## src/rtl/y86_pkg.sv

```systemverilog
// Shared Y86-64 constants: instruction codes, special register IDs, data width default.
// Also provides the decoded-ID bundle and the register-ID validity helper.
package y86_pkg;

  localparam int REG_W_DEF = 64;

  localparam logic [3:0] IHALT   = 4'h0;
  localparam logic [3:0] INOP    = 4'h1;
  localparam logic [3:0] IRRMOVQ = 4'h2;
  localparam logic [3:0] IIRMOVQ = 4'h3;
  localparam logic [3:0] IRMMOVQ = 4'h4;
  localparam logic [3:0] IMRMOVQ = 4'h5;
  localparam logic [3:0] IOPQ    = 4'h6;
  localparam logic [3:0] IJXX    = 4'h7;
  localparam logic [3:0] ICALL   = 4'h8;
  localparam logic [3:0] IRET    = 4'h9;
  localparam logic [3:0] IPUSHQ  = 4'hA;
  localparam logic [3:0] IPOPQ   = 4'hB;

  localparam logic [3:0] RRSP  = 4'h4;
  localparam logic [3:0] RNONE = 4'hF;

  typedef struct packed {
    logic [3:0] src_a;
    logic [3:0] src_b;
    logic [3:0] dst_e;
    logic [3:0] dst_m;
  } dec_ids_t;

  // An ID names a real register only if it is not "none" and fits the file.
  function automatic logic id_ok(logic [3:0] id, int nreg);
    return (id != RNONE) && (int'(id) < nreg);
  endfunction

endpackage

```

## src/rtl/decode_writeback_if.sv

```systemverilog
// Decode/writeback bus: instruction fields and writeback data in, IDs and read data out.
interface decode_writeback_if import y86_pkg::*; #(parameter int REG_W = REG_W_DEF);
  logic [3:0]       icode;
  logic [3:0]       rA;
  logic [3:0]       rB;
  logic [REG_W-1:0] valE;
  logic [REG_W-1:0] valM;
  logic             cnd;
  logic             wb_en;
  logic [REG_W-1:0] valA;
  logic [REG_W-1:0] valB;
  logic [3:0]       srcA;
  logic [3:0]       srcB;
  logic [3:0]       dstE;
  logic [3:0]       dstM;

  modport master (output icode, rA, rB, valE, valM, cnd, wb_en,
                  input  valA, valB, srcA, srcB, dstE, dstM);
  modport slave  (input  icode, rA, rB, valE, valM, cnd, wb_en,
                  output valA, valB, srcA, srcB, dstE, dstM);
endinterface

```

## src/rtl/regfile_2r2w.sv

```systemverilog
// Register file: 2 async read ports, 2 write ports, port 1 wins on same-address writes.
// Async active-low clear; out-of-range addresses read 0 and are never written.
module regfile_2r2w #(
  parameter int W  = 64,
  parameter int N  = 15,
  parameter int AW = 4
) (
  input  logic          clk,
  input  logic          rst_n,
  input  logic [AW-1:0] ra0,
  input  logic [AW-1:0] ra1,
  output logic [W-1:0]  rd0,
  output logic [W-1:0]  rd1,
  input  logic          we0,
  input  logic [AW-1:0] wa0,
  input  logic [W-1:0]  wd0,
  input  logic          we1,
  input  logic [AW-1:0] wa1,
  input  logic [W-1:0]  wd1
);

  logic [W-1:0] regs [N];

  for (genvar g = 0; g < N; g++) begin : g_reg
    always_ff @(posedge clk or negedge rst_n) begin
      if (!rst_n)                          regs[g] <= '0;
      else if (we1 && wa1 == AW'(g))       regs[g] <= wd1;
      else if (we0 && wa0 == AW'(g))       regs[g] <= wd0;
    end
  end

  always_comb begin
    rd0 = '0;
    rd1 = '0;
    for (int i = 0; i < N; i++) begin
      if (ra0 == AW'(i)) rd0 = regs[i];
      if (ra1 == AW'(i)) rd1 = regs[i];
    end
  end

endmodule

```

## src/rtl/decode_writeback.sv

```systemverilog
// Y86-64 decode + writeback: register ID decode, register file reads and writes.
// Define DECODE_WB_BYPASS_EN to forward same-cycle writeback data onto valA/valB.
module decode_writeback import y86_pkg::*; #(
  parameter int REG_W = REG_W_DEF,
  parameter int NREG  = 15
) (
  input logic               clk,
  input logic               rst_n,
  decode_writeback_if.slave bus
);

  dec_ids_t         ids;
  logic             we_e, we_m;
  logic [REG_W-1:0] rd_a, rd_b;

  always_comb begin
    ids = '{src_a: RNONE, src_b: RNONE, dst_e: RNONE, dst_m: RNONE};
    case (bus.icode)
      IRRMOVQ: begin ids.src_a = bus.rA; ids.dst_e = bus.cnd ? bus.rB : RNONE; end
      IIRMOVQ: ids.dst_e = bus.rB;
      IRMMOVQ: begin ids.src_a = bus.rA; ids.src_b = bus.rB; end
      IMRMOVQ: begin ids.src_b = bus.rB; ids.dst_m = bus.rA; end
      IOPQ:    begin ids.src_a = bus.rA; ids.src_b = bus.rB; ids.dst_e = bus.rB; end
      ICALL:   begin ids.src_b = RRSP; ids.dst_e = RRSP; end
      IRET:    begin ids.src_a = RRSP; ids.src_b = RRSP; ids.dst_e = RRSP; end
      IPUSHQ:  begin ids.src_a = bus.rA; ids.src_b = RRSP; ids.dst_e = RRSP; end
      IPOPQ:   begin ids.src_a = RRSP; ids.src_b = RRSP; ids.dst_e = RRSP; ids.dst_m = bus.rA; end
      default: ;
    endcase
  end

  assign bus.srcA = ids.src_a;
  assign bus.srcB = ids.src_b;
  assign bus.dstE = ids.dst_e;
  assign bus.dstM = ids.dst_m;

  assign we_e = bus.wb_en && id_ok(ids.dst_e, NREG);
  assign we_m = bus.wb_en && id_ok(ids.dst_m, NREG);

  // valM rides port 1 so it overrides valE when both target the same register.
  regfile_2r2w #(.W(REG_W), .N(NREG), .AW(4)) u_rf (
    .clk   (clk),
    .rst_n (rst_n),
    .ra0   (ids.src_a),
    .ra1   (ids.src_b),
    .rd0   (rd_a),
    .rd1   (rd_b),
    .we0   (we_e),
    .wa0   (ids.dst_e),
    .wd0   (bus.valE),
    .we1   (we_m),
    .wa1   (ids.dst_m),
    .wd1   (bus.valM)
  );

`ifdef DECODE_WB_BYPASS_EN
  always_comb begin
    bus.valA = rd_a;
    if (we_m && ids.src_a == ids.dst_m)      bus.valA = bus.valM;
    else if (we_e && ids.src_a == ids.dst_e) bus.valA = bus.valE;
    bus.valB = rd_b;
    if (we_m && ids.src_b == ids.dst_m)      bus.valB = bus.valM;
    else if (we_e && ids.src_b == ids.dst_e) bus.valB = bus.valE;
  end
`else
  assign bus.valA = rd_a;
  assign bus.valB = rd_b;
`endif

endmodule

```

## src/flat_wrapper.sv

```systemverilog
// flat-port wrapper written by rule: the top's interface ports become plain ports
module decode_writeback_flat import y86_pkg::*;
#(
  parameter int REG_W = REG_W_DEF,
  parameter int NREG  = 15
)
  (clk, rst_n, bus_icode, bus_rA, bus_rB, bus_valE, bus_valM, bus_cnd, bus_wb_en, bus_valA, bus_valB, bus_srcA, bus_srcB, bus_dstE, bus_dstM);
  decode_writeback_if #(.REG_W(REG_W)) bus_i ();
  input logic clk;
  input logic rst_n;
  input wire logic [$bits(bus_i.icode)-1:0] bus_icode;
  input wire logic [$bits(bus_i.rA)-1:0] bus_rA;
  input wire logic [$bits(bus_i.rB)-1:0] bus_rB;
  input wire logic [$bits(bus_i.valE)-1:0] bus_valE;
  input wire logic [$bits(bus_i.valM)-1:0] bus_valM;
  input wire logic [$bits(bus_i.cnd)-1:0] bus_cnd;
  input wire logic [$bits(bus_i.wb_en)-1:0] bus_wb_en;
  output wire logic [$bits(bus_i.valA)-1:0] bus_valA;
  output wire logic [$bits(bus_i.valB)-1:0] bus_valB;
  output wire logic [$bits(bus_i.srcA)-1:0] bus_srcA;
  output wire logic [$bits(bus_i.srcB)-1:0] bus_srcB;
  output wire logic [$bits(bus_i.dstE)-1:0] bus_dstE;
  output wire logic [$bits(bus_i.dstM)-1:0] bus_dstM;
  assign bus_i.icode = bus_icode;
  assign bus_i.rA = bus_rA;
  assign bus_i.rB = bus_rB;
  assign bus_i.valE = bus_valE;
  assign bus_i.valM = bus_valM;
  assign bus_i.cnd = bus_cnd;
  assign bus_i.wb_en = bus_wb_en;
  assign bus_valA = bus_i.valA;
  assign bus_valB = bus_i.valB;
  assign bus_srcA = bus_i.srcA;
  assign bus_srcB = bus_i.srcB;
  assign bus_dstE = bus_i.dstE;
  assign bus_dstM = bus_i.dstM;
  decode_writeback #(.REG_W(REG_W), .NREG(NREG)) u_core (.clk(clk), .rst_n(rst_n), .bus(bus_i));
endmodule
```

## config.mk

```make
export PLATFORM = sky130hd
export DESIGN_NAME = decode_writeback_flat
export DESIGN_NICKNAME = d
export VERILOG_FILES = /design/src/rtl/y86_pkg.sv /design/src/rtl/decode_writeback_if.sv /design/src/rtl/regfile_2r2w.sv /design/src/rtl/decode_writeback.sv /design/src/flat_wrapper.sv
export SDC_FILE = /design/constraint.sdc
export NUM_CORES = 2
export LEC_CHECK = 0
export CORE_MARGIN = 2
export CORE_UTILIZATION = 48
export CTS_BUF_LIST = sky130_fd_sc_hd__clkbuf_4 sky130_fd_sc_hd__clkbuf_8 sky130_fd_sc_hd__clkbuf_16
export DETAILED_ROUTE_END_ITERATION = 10
export PLACE_DENSITY_LB_ADDON = 0.08
export SYNTH_ARGS = -nofsm -noshare
export SYNTH_HDL_FRONTEND = slang
export SYNTH_HIERARCHICAL = 1
export SYNTH_SLANG_ARGS = --single-unit
```

## constraint.sdc

```tcl
create_clock -name clk -period 4.7 [get_ports clk]
set_input_delay 0.94 -clock clk [delete_from_list [all_inputs] [get_ports clk]]
set_output_delay 0.94 -clock clk [all_outputs]
set_load 0.1 [all_outputs]
```

* After elaboration in Yosys (flattened, before gate mapping) *
Cells that the tools add are included.

cells by class
  magnitude comparators = 2
  equal/unequal tests = 67
  mux-type cells = 65
  reductions and logical operators = 59

operators by type and width
  operator                                             number
  two-way mux 64 bit                                   60
  equality test 4 bit, second input constant           32
  equality test 4 x 3 -> 1 bit, second input constant  19
  equality test 4 x 2 -> 1 bit, second input constant  10
  logical AND 1 bit                                    34
  nonzero test 2 bit                                   15
  equality test 4 x 1 -> 1 bit, second input constant  4
  zero test 4 bit                                      4
  one-hot mux 4 bit (2 select lines)                   2
  one-hot mux 4 bit (3 select lines)                   1
  < comparator 4 bit, second input constant            2
  two-way mux 4 bit                                    2
  != test 4 bit, second input constant                 2
  OR reduction 4 bit                                   2
  OR reduction 2 bit                                   3
  OR reduction 3 bit                                   1

storage, ports and cells
  register bits after elaboration = 960
  output and inout port bits = 144
  logic and storage cells = 208

* Logic depth before layout (Yosys ltp) *
  depth after elaboration = 19
  gate-level depth with buffers = 14

* Cells and area by module *
Netlist, hierarchy kept.

by module, submodules not included
  module            instances  cells each  area each (sq um)  sequential area each (sq um)
  regfile_2r2w      1          6964        62256.0            24023.0
  decode_writeback  1          43          286.5              0.0

* Worst setup path before layout *
No wires, ideal clock.

  kind = in2out
  from = input bus_icode[2]
  to = output bus_valA[25]
  arrival time = 5.605 ns
  slack = -1.845 ns
  stages = 13
  path through = buf_2 > nor2_1 > a211o_1 > o21a_1 > buf_6 > buf_6 > buf_6 > buf_6 > buf_6 > mux2i_1 > o22ai_1 > o22ai_1 > a221oi_1

on the way
  cells in the longest elaborated chain, start to end = 19
  elaborated cells between the ends (all ways) = 39
  those cells by class = 20 x eq/ne; 16 x mux; 3 x reduce/logical

ends and longest elaborated chain
  item                                                                line                    text
  from (decl)                                                         flat_wrapper.sv:11      input wire logic [$bits(bus_i.icode)-1:0] bus_icode;
  equality test 4 x 2 -> 1 bit, or another cell as far along          decode_writeback.sv:18  case (bus.icode)
  OR reduction 4 bit (no line) or OR reduction 2 bit (tied branches)  --
  one-hot mux 4 bit (2 select lines) *                                decode_writeback.sv:18
  net bus_srcA[0]                                                     flat_wrapper.sv:20      output wire logic [$bits(bus_i.srcA)-1:0] bus_srcA;
  zero test 4 bit                                                     regfile_2r2w.sv:36      if (ra0 == AW'(i)) rd0 = regs[i];
  two-way mux 64 bit (14 in a row)                                    regfile_2r2w.sv:36
  two-way mux 64 bit *                                                regfile_2r2w.sv:36
  to (decl)                                                           flat_wrapper.sv:18      output wire logic [$bits(bus_i.valA)-1:0] bus_valA;

Mark *: on every way through the listed nets, which the timed path passes. The rest lies on a longest branch.

* Worst setup path after layout *
  from = input bus_rA[3]
  to = output bus_valA[26]

on the way
  cells in the longest elaborated chain, start to end = 17
  elaborated cells between the ends (all ways) = 31
  those cells by class = 14 x eq/ne; 16 x mux; 1 x reduce/logical

ends and longest elaborated chain
  item                                  line                    text
  from (decl)                           flat_wrapper.sv:12      input wire logic [$bits(bus_i.rA)-1:0] bus_rA;
  one-hot mux 4 bit (2 select lines) *  decode_writeback.sv:18
  zero test 4 bit                       regfile_2r2w.sv:36
  two-way mux 64 bit (14 in a row)      regfile_2r2w.sv:36
  two-way mux 64 bit *                  regfile_2r2w.sv:36

Mark *: on every way between the ends. The rest lies on a longest branch, timed or not.

==> results.cfg <==
[outcome]
status = finished, violations left
violations = negative setup slack

[global_routing]
gr-total-overflow = 0
grt_max_degree = 129
antenna_found_initial = 31
grt_pass1_vias = 62300
grt_pass1_wl_um = 475000
grt_usage_pct = 50.1

[synth]
synth_flop_cell = dfrtp_1
yosysTopAreaCell = dfrtp_1
syn_nets = 7151
yosysMostFrequentCell = mux2i_1
ys_types = 79
ys_ff_latch = 960
synth_edf_count = 0
ys_seq_area_share_pct = 38.4
synthArstFlopShare_pct = 100
synth_warnings = 6
syn-cell-area_um2 = 62500
syn_area_per_cell_um2 = 8.93
ys_top_cells_by_count = 1115 x mux2i_1, 960 x dfrtp_1, 825 x nor2_1
yosysTopAreaCellShare_pct = 38.4
netlist_top_cells_area = dfrtp_1 38%, mux2i_1 18%, a21oi_1 6.3%
synth_cells = 7007

[floorplan]
rows = 132
fp.dieW_um = 365
die-area_um2 = 133000
start_util_pct = 48.3
ios = 288
core_um2 = 129000
die_h_um = 365

[power]
p_int_mw = 20.5
power.share.clock_pct = 29.2
ir_worst_vdd_mv = 0.351
power_frac_comb_pct = 33.8
power_density_nw_per_um2 = 405
sw_frac_of_total_pct = 37.8
total_power_mw = 32.9
seqPwrFrac_pct = 37.1
netSwitchingPower_mw = 12.4
p_leak_nw = 36.1

[setup_path]
worst_path_max_delay_cell = clkdlybuf4s50_1
cp-start-kind = input port
crit_family = buffers and inverters
critPathMaxFanout = 23
slowest_delay_ps = 550
endpoint_kind = output port
crit_chain = clkdlybuf4s50_1, o21a_4, buf_4, buf_4, nor2_1, buf_4, a32o_1, o22a_1, o22ai_4, buf_12
crit_buf_inv = 5
crit_top_cell = buf_4
path_class = input port to output port
worstPathArrival_ps = 3780
cp.required_ps = 3760

[timing]
post-route-period-util_pct = 100
slew_headroom_pct = 34.7
finClkSkew_ps = 0
setup_viol = 3
setup_tns_ps = -47.1
drv_slew = 0
final-hold-violation-count = 0
fmax_mhz = 212
fin_crit_ps = 4720
setup_ws_ps = -21.7
fin_hold_ws_ps = 249
rsz0062_at_grt = yes
worst_pin_slew_ps = 979

[drt]
detail_route.wl_per_cell_um = 36.3
drt_iter0_drc = 11700
first_pass_iters = 8
drt_drc_violations_left = 0
antenna_left = 0
vias = 65900
via_per_inst = 7.02
wl_um = 341000

[final_layout]
regArea_um2 = 24000
stdcell_count = 9391
n_fill_cell = 11100
drive_gt1_share_pct = 21.9
syn_to_final_growth_pct = 29.8
multi_input_area_um2 = 36500
largest-register = u_core/u_rf/regs
top_regs = u_core/u_rf/regs: 960 flops
layout.nets = 7687
largest_reg_flops = 960
finish.utilization_pct = 62.7

[place]
io_buffers = 287
place.gp.congestion = 1.04
hpwl_um = 228000
dp.cells = 9137

[clocking]
cts_tree = yes
clk_pin_slew_ps = 60
htree_levels = 3
clk_latency_ps = 750
cts.sinks = 960
clock-root-buffer = clkbuf_16
clockBufferDepth = 3
cts_made_buffers = 113

[min_path]
min_path_type = input port to asynchronous set/reset pin

[run]
drv_cap = 0
==> per-stage QoR <==
stage	setup slack (ps)	cell area [um2]
2_1_floorplan	-401	63900
3_3_place_gp	-818	76400
3_5_place_dp	-795	76400
4_1_cts	16.6	80900
5_1_grt	-18.2	81100
6_report	-21.7	81200
==> area by class of cell <==
type / count / share of cell area, %
Antenna cell: 16 / 0.0493
Clock buffer: 174 / 4.36
Clock inverter: 31 / 0.532
Inverter: 14 / 0.0663
Multi-Input combinational cell: 5258 / 45.0
Sequential cell: 960 / 29.6
Tap cell: 1742 / 2.69
Timing Repair Buffer: 1196 / 17.7
==> logic make-up (layout without fill, tap and decap cells) <==
logic type      Yosys count  after routing  synth area share, %
compound gates         2368           2369                 22.7
buf+inv                 790           1415                 5.92
flops                   960            960                 38.4
mux                    1290           1290                 22.4
other cells               0             16                    0
simple gates           1599           1599                 10.6
==> path summary, 6_finish.rpt <==
check                                 startpoint               endpoint  slack (ps)  cells past startpoint
max in group asynchronous                  rst_n  u_core/u_rf/regs[875]        3230                      3
setup / recovery                       bus_rA[3]           bus_valA[26]         -20                     10
hold reg to reg            u_core/u_rf/regs[283]  u_core/u_rf/regs[283]         580                      2
hold / removal                             rst_n  u_core/u_rf/regs[915]         250                      1
min in group clk           u_core/u_rf/regs[283]  u_core/u_rf/regs[283]         580                      2
setup reg to reg           u_core/u_rf/regs[345]  u_core/u_rf/regs[345]        3800                      2
==> placed cells by master, fill, tap and decap left out, types with 16 or more instances in the layout <==
master	instances
nand3_1	16
clkbuf_8	27
a21o_1	18
o21ai_0	684
mux2_2	78
nor2b_1	33
diode_2	16
dfrtp_1	960
o21a_1	39
a221o_1	27
mux2i_1	1113
nand2_1	554
clkbuf_16	118
nand3b_1	20
buf_6	21
clkbuf_4	29
a21oi_1	767
nor2_1	819
mux2_1	18
a211oi_4	26
a222oi_1	22
o32ai_1	23
clkdlybuf4s50_1	136
nand2b_1	25
o221ai_1	51
o22ai_1	238
buf_4	641
a22oi_1	85
a22o_1	34
buf_12	384
a211oi_1	28
o21ai_4	18
a221oi_1	37
o211ai_1	51
mux4_2	79
==> per-layer routing <==
metal,up-vias,routed length (um),share of wire (%),track usage [%]
met3,1430,48600,14,16.8
met1,32200,127000,37,66.1
li1,26600,-,-,-
met4,38,27600,8.1,34.0
met2,5642,137000,40,69.2
met5,-,283,0.083,0
==> power groups by stage <==
stage	combinational, mW	sequential [mW]	clock, mW
4_1_cts	10.8	12.0	9.59
5_1_grt	11.6	12.3	9.94
3_3_place_gp	10.5	12.1	0
2_1_floorplan	6.78	11.4	0
6_report	11.1	12.2	9.59
3_5_place_dp	10.7	12.1	0
==> what timing repair did <==
action | CTS | global route
setup endpoints to repair | 128 | 72
hold buffers | 0 | 0
pin swaps | 23 | 22
gates cloned | 5 | 0
setup buffers | 22 | 6
resized for setup | 68 | 47
(Power assumes the default switching activity.)
